$ cat src/rtl/score_bcd_digits.sv
// Binary score to BCD digits using a sequential double-dabble (one shift per clock).
// New digits are committed to the display only on startOfFrame.
module score_bcd_digits #(
  parameter int BIN_W      = 10,
  parameter int NUM_DIGITS = 3,
  parameter int SAT_VALUE  = 999
) (
  input  logic                       clk,
  input  logic                       reset,
  input  logic                       score_valid,
  input  logic [BIN_W-1:0]           score,
  input  logic                       startOfFrame,
  output logic                       busy,
  output logic [NUM_DIGITS-1:0][3:0] digits,
  output logic                       digits_update,
  output logic                       overflow
);

  localparam int BCD_W = NUM_DIGITS * 4;
  localparam int SR_W  = BCD_W + BIN_W;
  localparam int CNT_W = (BIN_W > 1) ? $clog2(BIN_W) : 1;
  localparam logic [BIN_W-1:0] SAT_B    = BIN_W'(SAT_VALUE);
  localparam logic [CNT_W-1:0] CNT_LAST = CNT_W'(BIN_W - 1);

  typedef enum logic [1:0] {IDLE, SHIFT, HOLD} state_t;

  state_t              state;
  logic [CNT_W-1:0]    cnt;
  logic                pend_full;
  logic                pend_sat;
  logic [BIN_W-1:0]    pend_val;
  logic [SR_W-1:0]     sr;
  logic                conv_sat;

  logic                in_sat;
  logic [BIN_W-1:0]    in_val;
  logic                load;
  logic                load_sat;
  logic [BIN_W-1:0]    load_val;
  logic                commit;

  function automatic logic [BIN_W-1:0] sat_val(input logic [BIN_W-1:0] s);
    return (s > SAT_B) ? SAT_B : s;
  endfunction

  // One double-dabble step: add 3 to every nibble >= 5, then shift left.
  // A nibble is at most 9 before the check, so the 4-bit add cannot carry out.
  function automatic logic [SR_W-1:0] dabble(input logic [SR_W-1:0] s);
    logic [SR_W-1:0] t;
    t = s;
    for (int i = 0; i < NUM_DIGITS; i++) begin
      if (t[BIN_W + 4*i +: 4] >= 4'd5)
        t[BIN_W + 4*i +: 4] = t[BIN_W + 4*i +: 4] + 4'd3;
    end
    return {t[SR_W-2:0], 1'b0};
  endfunction

  assign in_sat   = (score > SAT_B);
  assign in_val   = sat_val(score);
  assign load     = (state == IDLE) && (score_valid || pend_full);
  assign load_val = score_valid ? in_val : pend_val;
  assign load_sat = score_valid ? in_sat : pend_sat;
  assign commit   = (state == HOLD) && startOfFrame;

  always_ff @(posedge clk or posedge reset) begin
    if (reset) begin
      state         <= IDLE;
      cnt           <= '0;
      pend_full     <= 1'b0;
      busy          <= 1'b0;
      digits        <= '0;
      overflow      <= 1'b0;
      digits_update <= 1'b0;
    end else begin
      digits_update <= commit;
      if (load)
        pend_full <= 1'b0;
      else if (score_valid)
        pend_full <= 1'b1;
      case (state)
        IDLE: begin
          if (load) begin
            state <= SHIFT;
            cnt   <= CNT_LAST;
            busy  <= 1'b1;
          end else begin
            busy  <= 1'b0;
          end
        end
        SHIFT: begin
          cnt <= cnt - 1'b1;
          if (cnt == '0)
            state <= HOLD;
        end
        HOLD: begin
          if (commit) begin
            digits   <= sr[SR_W-1 -: BCD_W];
            overflow <= conv_sat;
            state    <= IDLE;
            // Stay busy when another value is queued; IDLE picks it up next cycle.
            busy     <= pend_full || score_valid;
          end
        end
        default: state <= IDLE;
      endcase
    end
  end

  // Datapath and pending value; validity is tracked by the control flags above.
  always_ff @(posedge clk) begin
    if (score_valid && !load) begin
      pend_val <= in_val;
      pend_sat <= in_sat;
    end
    if (load) begin
      sr       <= {{BCD_W{1'b0}}, load_val};
      conv_sat <= load_sat;
    end else if (state == SHIFT) begin
      sr <= dabble(sr);
    end
  end

endmodule

$ cat config.mk
export PLATFORM = sky130hd
export DESIGN_NAME = score_bcd_digits
export DESIGN_NICKNAME = d
export VERILOG_FILES = /design/src/rtl/score_bcd_digits.sv
export SDC_FILE = /design/constraint.sdc
export NUM_CORES = 1
export LEC_CHECK = 0
export ABC_AREA = 1
export BUFFER_PORTS_ARGS = -buffer_cell sky130_fd_sc_hd__buf_4
export CORE_UTILIZATION = 30
export DETAILED_ROUTE_END_ITERATION = 16
export PLACE_DENSITY = 0.44
export SKIP_LAST_GASP = 1
export SLEW_MARGIN = 20
export SYNTH_ARGS = -nofsm -noshare
export SYNTH_HDL_FRONTEND = slang
export SYNTH_SLANG_ARGS = --single-unit
$ cat constraint.sdc
create_clock -name clk -period 3.9 [get_ports clk]
set_input_delay 0.585 -clock clk [delete_from_list [all_inputs] [get_ports clk]]
set_output_delay 0.585 -clock clk [all_outputs]
set_load 0.02 [all_outputs]
# After elaboration in Yosys (flattened, before gate mapping)
# Cells that the tools add are included.
[totals] reg_bits=56 word_cells=61 out_inout_bits=15 in_bits=14
[op_classes] n_reduce_logical=15 mux=19 order_cmp=4 addsub=4 eq_ne=5
[ops] op="10-bit two-way mux" count=4
[ops] op="4-bit by 3-bit greater-or-equal comparator with 1-bit output (second input constant)" count=3
[ops] op="4-bit two-way mux" count=3
[ops] op="10-bit greater-than comparator (second input constant)" count=1
[ops] op="4-bit by 2-bit adder with 4-bit output (second input constant)" count=2
[ops] op="4-bit case mux with 2 select lines" count=1
[ops] op="2-bit nonzero test" count=4
[ops] op="2-bit two-way mux" count=3
[ops] op="2-bit inequality test (second input constant)" count=3
[ops] op="2-bit case mux with 3 select lines" count=1
[ops] op="2-bit AND reduction" count=3
[ops] op="1-bit two-way mux" count=5
[ops] op="4-bit logical NOT" count=1
[ops] op="4-bit by 1-bit subtractor with 4-bit output (second input constant)" count=1
[ops] op="3-bit by 2-bit adder with 3-bit output (second input constant)" count=1
[ops] op="1-bit logical AND" count=3
[ops] op="3-bit two-way mux" count=1
[ops] op="3-bit AND reduction" count=1
[ops] op="2-bit by 1-bit equality test with 1-bit output (second input constant)" count=1
[ops] op="2-bit equality test (second input constant)" count=1
[ops] op="2-bit logical NOT" count=1
[ops] op="1-bit case mux with 2 select lines" count=1
[ops] op="1-bit logical NOT" count=1
[ops] op="1-bit logical OR" count=1

# Longest topological paths before layout
# Gate-level depths: netlist of run 1.
[logic_depth] ltp_word=4 ltp_mapped=8 ltp_nobuf=8

# Worst setup path before layout of run 1
# Ideal clock, no wire load.
[synth_timing] kind="input port to flip-flop" from="input score_valid" to="register pend_sat (enable)" arrival_time_ps=1344 setup_time_ps=378 stages=3 slack_ps=2178 path_buffers=1 cell_sequence="buf_4 -> inv_1 -> nor2_1"
[synth_between] elab_chain_len=4
[synth_rtl] item="start: declaration" line="10" source="input logic score_valid,"
[synth_rtl] item="1-bit logical OR" line="60" source="assign load = (state == IDLE) && (score_valid || pend_full);"
[synth_rtl] item="1-bit logical AND" line="60"
[synth_rtl] item="1-bit logical NOT" line="111" source="if (score_valid && !load) begin"
[synth_rtl] item="1-bit logical AND *" line="111"
[synth_rtl] item="end signal: assignment" line="113" source="pend_sat <= in_sat;"
[synth_rtl] item="end: declaration" line="30" source="logic pend_sat;"
# Mark *: on every way between the ends. The rest lies on a longest branch, timed or not.
# A chain may end at the register's enable or synchronous reset.

# Final worst setup path of run 1
[layout_timing] from="input score_valid" to="register pend_val[7] (enable)"
[layout_between] elab_chain_len=4
[layout_rtl] item="1-bit logical OR" line="60"
[layout_rtl] item="1-bit logical AND" line="60"
[layout_rtl] item="1-bit logical NOT" line="111"
[layout_rtl] item="1-bit logical AND *" line="111"
[layout_rtl] item="end signal: assignment" line="112" source="pend_val <= in_val;"
[layout_rtl] item="end: declaration" line="31" source="logic [BIN_W-1:0] pend_val;"
# Marked as above.

==> flow_metrics.py, run 1 <==
metrics = {
    "status": {
        "outcome": "completed",
    },
    "clocking": {
        "postCtsSetupBuffers": 0,
        "clkSlewWorstSetupHoldPaths_ps": 90,
        "clockRootBuffer": "clkbuf_8",
        "post_cts_resized": 0,
        "htreeDepth": 2,
        "insertion_delay_ps": 300,
        "clk_path_buf_depth": 2,
        "cts.sinks": 56,
        "cts_buffers": 5,
        "cts_tree": "built",
        "hold_buffers": 0,
    },
    "setup_path": {
        "cp-end-kind": "flop",
        "r2r_cells": 6,
        "reg2reg_slack_ps": 2250,
        "worstPathCellList": "buf_4 > inv_1 > nor2_1",
        "cp.arrival_ps": 1640,
        "critPathMaxFanout": 17,
        "crit_path_start_kind": "input port",
        "critPathRequiredTime_ps": 3840,
        "crit_type": "input port to flop",
        "rr_startpoint": "state[1]",
        "critPathSlowestCell": "nor2_1",
        "max_stage_delay_ps": 690,
        "r2r_end": "cnt[2]",
    },
    "sta": {
        "period_share_pct": 43.69,
        "drv_slew": 0,
        "rsz0062_at_grt": "false",
        "finalHoldViolCount": 0,
        "slew_headroom_pct": 42.43,
        "worst_pin_slew_ps": 862.6,
        "max_clock_freq_mhz": 586.9,
        "setup_tns_ps": 0,
        "hold_slack_ps": 453.5,
        "min_period_ps": 1704,
        "skew_ps": 4.500,
        "finalSetupViolations": 0,
    },
    "logic_synthesis": {
        "synth-edff-count": 22,
        "synth-compound-area-share_pct": 7.888,
        "synthXorXnorAreaFrac_pct": 0,
        "synthFlopType": "edfxtp_1",
        "synthCells": 290,
        "synthTopCellsByCount": "nand2_1 (82), inv_1 (30), nor2_1 (29)",
        "synth_area_leaders": "edfxtp_1 (26%), dfrtp_1 (22%), nand2_1 (12%)",
        "ys_ff_latch": 56,
        "netlist_area_um2": 2554,
        "synth-simple-area-share_pct": 23.57,
        "syn_area_per_cell_um2": 8.806,
        "synth_top_family_by_area": "simple AND/OR/NAND/NOR gates",
        "async_reset_ff_share_pct": 39.29,
        "synth_cell_type_count": 26,
        "synth_top_cell_by_area": "edfxtp_1",
        "yosysMostFrequentCell": "nand2_1",
        "synth_top_cell_area_share_pct": 25.87,
        "syn_nets": 312,
        "synth_warnings": 0,
        "yosys-mux-area-fraction_pct": 0,
        "synthAdderAreaFrac_pct": 3.920,
        "synth_seq_area_share_pct": 56.83,
    },
    "finish": {
        "fillerInstances": 858,
        "diodes": 0,
        "syn2layout_area_growth_pct": 14.26,
        "layout-drive-gt1-share_pct": 14.38,
        "layout.nets": 334,
    },
    "place": {
        "portBuffers": 28,
        "finalWeightedCongestion": 0.7209,
        "hpwlAfterDp_um": 3477,
    },
    "global_route": {
        "grt_use_total_pct": 12.42,
        "gr-usage-met1_pct": 17.08,
        "grt_max_degree": 27,
        "grt_most_used_layer": "met2",
        "use_met2_pct": 18.90,
        "antenna_found_initial": 0,
        "met3_usage_pct": 3.074,
        "overflow": 0,
        "grt_pass1_wl_um": 8411,
        "grt_pass1_vias": 1732,
    },
    "power_and_ir_drop": {
        "power_frac_comb_pct": 40.9,
        "seqPwrFrac_pct": 44.5,
        "ir_worst_vdd_mv": 0.1910,
        "power.total_mw": 2.252,
        "power.leakage_nw": 1.406,
        "switching_power_mw": 0.8884,
        "power_density_nw_per_um2": 771.9,
        "swShare_pct": 39.45,
        "p_clk_share_pct": 14.6,
        "intPower_mw": 1.364,
    },
    "floorplanning": {
        "die_w_um": 94.26,
        "dieArea_um2": 8885,
        "initial_core_util_pct": 31.08,
        "top_level_ports": 29,
        "die_y_um": 94.26,
        "core-area_um2": 8217,
        "rows": 33,
    },
    "drt": {
        "drc_errors": 0,
        "ant_nets": 0,
        "first_iter_violations": 70,
        "drtPass1Iterations": 4,
        "wl_um": 4849,
        "drt-vias-per-instance": 4.400,
        "via_count": 1839,
        "wl_per_cell_um": 11.60,
    },
    "hold_path": {
        "hold_path.class": "input port to asynchronous set/reset pin",
    },
    "run": {
        "drv_cap": 0,
    },
}
worst max-delay path: cells and delay by family:
kind / cells / cell delay [ps]
buffers and inverters: 2 / 350
and+or+nand+nor: 1 / 690
sequential cells by signal (all words and copies together) (netlist names):
| register | flops |
|---|---|
| cnt | 4 |
| pend_sat | 1 |
| pend_val | 10 |
| pend_full | 1 |
| state | 2 |
| sr | 22 |
| conv_sat | 1 |
| overflow | 1 |
| digits | 12 |
| digits_update | 1 |
| busy | 1 |
worst max path at each step:
stage,depth (start not counted),end,slack [ps],from
floorplan,3,pend_sat,2180,score_valid
global placement,3,pend_val[0],1860,score_valid
detailed placement,3,pend_val[9],1810,score_valid
CTS,3,pend_val[7],2150,score_valid
global route,6,cnt[2],2090,state[1]
finish,3,pend_val[7],2200,score_valid
cell usage in the layout, fill, tap and decap left out, drive strengths merged:
cell type  count
buf           28
o22ai          2
inv           34
a21oi          5
a31oi          5
nor2          32
o21a           1
clkbuf         8
ha             8
dfxtp         12
nand2         84
nand3         24
edfxtp        22
o21ai         25
dfrtp         22
nor3           1
routing by layer:
metal | part of all wire (%) | vias up
met5 | 0 | -
met4 | 1.2 | 0
met3 | 4.5 | 8
met2 | 42 | 41
met1 | 52 | 820
li1 | - | 970
final cells by class:
type | count | area [um2] | area share [%]
well taps | 105 | 131.4 | 4.503
clock buffers | 8 | 91.34 | 3.130
inverters | 34 | 130.1 | 4.460
flip-flops and latches | 56 | 1451 | 49.74
repair buffers | 28 | 210.2 | 7.204
multi-input cells | 187 | 903.4 | 30.96
power by group through the flow:
stage | registers, mW | logic [mW] | clock network, mW
2_1_floorplan | 1.06 | 0.629 | 0
3_3_place_gp | 1.02 | 0.935 | 0
3_5_place_dp | 1.02 | 0.938 | 0
4_1_cts | 1.01 | 0.939 | 0.345
5_1_grt | 1.03 | 1.08 | 0.370
6_report | 1.00 | 0.921 | 0.329
cells by family after synthesis:
| group | after synthesis |
|---|---|
| AOI/OAI and AO/OA | 38 |
| adders and majority gates | 8 |
| buffers and inverters | 47 |
| DFF | 56 |
| and+or+nand+nor | 141 |
per-stage QoR:
stage	area [um2]	worst slack [ps]	instances	utilization, %
after floorplan	2554	2178	290	-
after global placement	2826	1859	410	34.40
after detailed placement	2826	1814	410	34.40
after CTS	2918	2151	418	35.51
after global routing	2918	2092	418	35.51
final	2918	2196	418	35.51
Power figures use the tool's default switching activity.
==> inputs of run 2 (changes only) <==
ABC_AREA = 0   (was 1)
PLACE_DENSITY = 0.43   (was 0.44)
clock period = 1.6 ns   (was 3.9 ns; I/O delays follow)
==> flow_metrics.py, run 2 <==
metrics = {
    "run": {
        "drv_cap": 0,
    },
    "drt": {
        "wl_um": 4957,
        "drc_errors": 0,
        "first_iter_violations": 55,
        "wl_per_cell_um": 12.91,
        "drtPass1Iterations": 6,
        "ant_nets": 0,
        "drt-vias-per-instance": 4.490,
        "via_count": 1724,
    },
    "logic_synthesis": {
        "synth_area_leaders": "edfxtp_1 (26%), dfrtp_1 (21%), dfxtp_1 (9.3%)",
        "synthTopCellsByCount": "nand2_1 (37), o21ai_0 (24), dfrtp_1 (22), edfxtp_1 (22), nand3_1 (13)",
        "async_reset_ff_share_pct": 39.29,
        "synth-edff-count": 22,
        "synthFlopType": "edfxtp_1",
        "synth_top_cell_by_area": "edfxtp_1",
        "synthCells": 240,
        "yosysMostFrequentCell": "nand2_1",
        "synth_warnings": 0,
        "synth_top_cell_area_share_pct": 25.61,
        "syn_area_per_cell_um2": 10.75,
        "ys_ff_latch": 56,
        "synth_cell_type_count": 40,
        "synth_seq_area_share_pct": 56.26,
        "syn_nets": 262,
        "netlist_area_um2": 2580,
    },
    "status": {
        "outcome": "completed",
    },
    "floorplanning": {
        "die_y_um": 94.74,
        "core-area_um2": 8258,
        "initial_core_util_pct": 31.24,
        "die_w_um": 94.74,
        "rows": 33,
        "dieArea_um2": 8975,
        "top_level_ports": 29,
    },
    "setup_path": {
        "crit_path_start_kind": "flop",
        "crit_buf_inv": 1,
        "cp-end-kind": "flop",
        "startpoint": "sr[15]",
        "critPathRequiredTime_ps": 1840,
        "cp.arrival_ps": 1730,
        "critPathMaxFanout": 4,
        "max_stage_delay_ps": 380,
        "crit_type": "flop to flop",
        "worstPathCellList": "inv_1 > ha_1 > nand2b_1 > a21oi_2 > mux2_2 > o21ai_0",
        "rr_startpoint": "sr[15]",
        "crit_family": "flip-flops",
        "critPathSlowestCell": "dfxtp_1",
    },
    "finish": {
        "fillerInstances": 884,
        "diodes": 0,
        "layout-drive-gt1-share_pct": 27.60,
        "final_area_um2": 3083,
        "layout_commonest_cell": "buf_4",
        "regMostFlops": "sr",
        "layout_common_cells": "buf_4 (46), nand2_1 (37), o21ai_0 (24)",
        "utilization_pct": 37.33,
        "syn2layout_area_growth_pct": 19.50,
        "layout.nets": 300,
        "largest_reg_flops": 22,
        "stdcell_count": 384,
        "reg_top3": "sr (22), digits (12), pend_val (10)",
    },
    "sta": {
        "rsz0062_at_grt": "true",
        "worst_pin_slew_ps": 456.6,
        "skew_ps": 3.920,
        "period_share_pct": 93.58,
        "slew_headroom_pct": 69.56,
        "finalSetupViolations": 0,
        "finalHoldViolCount": 0,
        "max_clock_freq_mhz": 667.8,
        "min_period_ps": 1497,
        "setup_tns_ps": 0,
        "drv_slew": 0,
    },
    "clocking": {
        "clockRootBuffer": "clkbuf_8",
        "cts_buffers": 5,
        "clkSlewWorstSetupHoldPaths_ps": 100,
        "cts.sinks": 56,
        "htreeDepth": 2,
        "clk_path_buf_depth": 2,
        "cts_tree": "built",
        "insertion_delay_ps": 310,
    },
    "power_and_ir_drop": {
        "power_frac_comb_pct": 39.5,
        "intPower_mw": 3.482,
        "seqPwrFrac_pct": 45.7,
        "ir_worst_vdd_mv": 0.5397,
        "p_clk_share_pct": 14.9,
        "power_density_nw_per_um2": 1775,
        "swShare_pct": 36.36,
        "switching_power_mw": 1.990,
        "power.leakage_nw": 1.335,
        "power.total_mw": 5.472,
    },
    "hold_path": {
        "worstHoldStart": "score[6]",
        "hold_path.class": "input port to flop",
    },
    "place": {
        "finalWeightedCongestion": 0.7232,
        "hpwlAfterDp_um": 3478,
        "portBuffers": 28,
        "dp.cells": 375,
        "place_area_um2": 2962,
    },
    "global_route": {
        "grt_use_total_pct": 12.02,
        "grt_pass1_vias": 1647,
        "grt_pass1_wl_um": 8197,
        "overflow": 0,
        "grt_max_degree": 23,
        "antenna_found_initial": 0,
    },
}
==> run 2: cell count changes after synthesis, moves of 5 or more <==
cell,previous run,this run
nand2_1,82,37
nor2_1,29,9
inv_1,30,12
nand3_1,23,13
a21oi_1,5,12
mux2i_1,0,5
==> run 2: metrics by stage <==
step | worst slack [ps] | hold WS [ps]
after CTS | 67.25 | 107.2
after global placement | 114.0 | 314.8
final | 102.7 | 120.3
after detailed placement | 91.58 | 315.1
after global routing | -65.21 | 105.7
after floorplan | 94.27 | 229.2
==> run 2: per-layer routing <==
metal / vias up / track usage (%) / wire, um
met5: - / 0 / 0
met2: 31 / 18.65 / 2192
met3: 6 / 2.899 / 173
met4: 0 / 3.788 / 68
li1: 899 / - / -
met1: 788 / 16.46 / 2522
==> run 2: final timing paths <==
kind / endpoint / slack [ps] / cells after the start
max: sr[16] / 100 / 6
min: pend_val[6] / 120 / 1
max reg2reg: sr[16] / 100 / 6
min reg2reg: sr[19] / 460 / 2
max in group asynchronous: digits[4] / 850 / 4
min in group asynchronous: overflow / 520 / 4
==> run 2: cell families (layout without fill, tap and decap cells) <==
group / after synthesis / count (layout) / share of synthesized area (%)
simple gates: 80 / 80 / 16.39
flops: 56 / 56 / 56.26
compound gates: 53 / 53 / 12.27
buf+inv: 31 / 70 / 6.498
mux: 9 / 9 / 3.686
fa+ha+maj: 8 / 8 / 3.880
xor+xnor: 3 / 3 / 1.019
==> run 2: cell type report <==
class                           instances  area [um2]  area share (%)
Sequential cell                        56        1453           47.12
Multi-Input combinational cell        153       978.4           31.74
Timing Repair Buffer                   48       375.4           12.18
Tap cell                              105       131.4           4.261
Clock buffer                            6       82.58           2.679
Inverter                               14       52.55           1.705
Clock inverter                          2       10.01          0.3247
==> run 2: repair_timing <==
item                                    in CTS  in global routing
gates resized for setup                      0                  6
endpoints found under the setup margin       0                  5
hold buffers                                 1                  0
endpoints found under the hold margin       22                  0
buffers inserted                             0                  0
==> run 2: power by group through the flow <==
stage	registers, mW	clock network (mW)	logic [mW]
5_1_grt	2.57	0.905	2.47
2_1_floorplan	2.59	0	1.33
6_report	2.50	0.814	2.16
3_5_place_dp	2.52	0	2.16
3_3_place_gp	2.51	0	2.16
4_1_cts	2.49	0.853	2.17
==> inputs of run 3 (changes only) <==
--- a/config.mk
+++ b/config.mk
@@ -9,4 +9,6 @@
 export BUFFER_PORTS_ARGS = -buffer_cell sky130_fd_sc_hd__buf_4
+export CORE_MARGIN = 2
 export CORE_UTILIZATION = 30
 export DETAILED_ROUTE_END_ITERATION = 16
+export GPL_TIMING_DRIVEN = 0
 export PLACE_DENSITY = 0.43
==> constraint.sdc (replaced) <==
create_clock -name clk -period 1.6 [get_ports clk]
set_input_delay 0.32 -clock clk [delete_from_list [all_inputs] [get_ports clk]]
set_output_delay 0.32 -clock clk [all_outputs]
set_load 0.02 [all_outputs]
==> flow_metrics.py, run 3 (synthesized netlist as in run 2, its figures left out) <==
metrics = {
    "setup_path": {
        "crit_type": "flop to flop",
        "crit_path_start_kind": "flop",
        "critPathRequiredTime_ps": 1840,
        "critPathMaxFanout": 4,
        "cp-end-kind": "flop",
        "cp.arrival_ps": 1740,
    },
    "finish": {
        "layout-drive-gt1-share_pct": 26.09,
        "regMostFlops": "sr",
        "reg_top3": "sr (22), digits (12), pend_val (10)",
        "syn2layout_area_growth_pct": 17.65,
        "layout.nets": 297,
        "largest_reg_flops": 22,
        "layout_common_cells": "nand2_1 (37), buf_4 (30), o21ai_0 (24)",
        "regArea_um2": 1454,
        "layout_commonest_cell": "nand2_1",
        "diodes": 0,
        "fillerInstances": 855,
        "multi_input_area_um2": 982.2,
    },
    "clocking": {
        "cts.sinks": 56,
        "cts_tree": "built",
        "clkSlewWorstSetupHoldPaths_ps": 110,
        "insertion_delay_ps": 320,
        "clockRootBuffer": "clkbuf_8",
        "clk_path_buf_depth": 2,
        "hold_buffers": 0,
        "htreeDepth": 2,
        "cts_buffers": 5,
    },
    "drt": {
        "first_iter_violations": 54,
        "via_count": 1735,
        "ant_nets": 0,
        "drc_errors": 0,
        "drtPass1Iterations": 4,
        "drt-vias-per-instance": 4.554,
        "wl_per_cell_um": 13.67,
        "wl_um": 5208,
    },
    "sta": {
        "drv_slew": 0,
        "setup_tns_ps": 0,
        "slew_headroom_pct": 40.24,
        "finalSetupViolations": 0,
        "finalHoldViolCount": 0,
        "period_share_pct": 93.36,
        "worst_pin_slew_ps": 895.4,
        "skew_ps": 15.06,
        "max_clock_freq_mhz": 669.5,
        "worst_slack_ps": 106.3,
        "rsz0062_at_grt": "true",
        "min_period_ps": 1494,
    },
    "global_route": {
        "overflow": 0,
        "grt_pass1_wl_um": 9170,
        "grt_use_total_pct": 12.17,
        "antenna_found_initial": 0,
        "grt_pass1_vias": 1715,
        "grt_max_degree": 23,
    },
    "place": {
        "portBuffers": 27,
        "hpwlAfterDp_um": 3676,
        "finalWeightedCongestion": 0.7672,
        "place_ws_ps": -323.6,
    },
    "hold_path": {
        "hold_path.class": "input port to asynchronous set/reset pin",
    },
    "power_and_ir_drop": {
        "ir_worst_vdd_mv": 0.4414,
        "power.leakage_nw": 1.291,
        "power_density_nw_per_um2": 1786,
    },
    "run": {
        "drv_cap": 0,
    },
    "status": {
        "outcome": "completed",
    },
    "floorplanning": {
        "rows": 33,
        "top_level_ports": 29,
        "dieArea_um2": 9358,
        "core-area_um2": 8258,
        "die_y_um": 96.74,
        "initial_core_util_pct": 31.24,
        "die_w_um": 96.74,
    },
}
-- run 3: metrics by stage --
stage               cells  util [%]  hold WS (ps)  cell area [um2]  total power, mW
floorplan             240         -         309.2             2580            3.928
global placement      372     35.29         432.4             2914            4.568
detailed placement    372     35.29         439.9             2914            4.590
CTS                   380     36.50         199.7             3014            5.428
global route          381     36.76         210.7             3035            5.900
finish                381     36.76         189.8             3035            5.421
-- run 3: area by class of cell --
| type | count | share of cell area, % |
|---|---|---|
| Clock inverter | 2 | 0.5359 |
| Clock buffer | 6 | 2.432 |
| Inverter | 14 | 1.731 |
| Timing Repair Buffer | 28 | 6.925 |
| Buffer | 17 | 3.792 |
| Tap cell | 105 | 4.328 |
| Multi-Input combinational cell | 153 | 32.36 |
| Sequential cell | 56 | 47.90 |
-- run 3: worst paths after layout --
check	to	start	slack, ps	cells past startpoint
max	sr[16]	sr[15]	110	6
min	digits[3]	reset	190	2
max reg2reg	sr[16]	sr[15]	110	6
min reg2reg	sr[10]	sr[9]	460	2
max in group asynchronous	busy	reset	850	2
min in group clk	state[1]	startOfFrame	200	2
-- run 3: repair_timing --
| action | 4_1_cts | 5_1_grt |
|---|---|---|
| pin swaps | 0 | 2 |
| resized for setup | 3 | 6 |
| endpoints found under the setup margin | 13 | 3 |
| setup buffers | 0 | 1 |
-- run 3: power breakdown --
group	internal [mW]	switching (mW)	leakage (nW)
sequential	2.10	0.372	0.598
clock	0.319	0.481	0.0444
combinational	0.978	1.17	0.648
total	3.40	2.02	1.29
-- run 3: per-layer routing --
layer / GRT usage (%) / up-vias / routed length (um)
li1: - / 900 / -
met1: 17.03 / 794 / 2628
met2: 19.07 / 33 / 2323
met3: 2.746 / 8 / 194
met4: 3.250 / 0 / 61
met5: 0 / - / 0
-- run 3: critical path: stages (launching register included) --
cell and delay [ps]:
dfxtp_2 360, inv_1 80, ha_1 180, nand2b_1 170
a21oi_4 170, mux2_2 340, o21ai_0 130
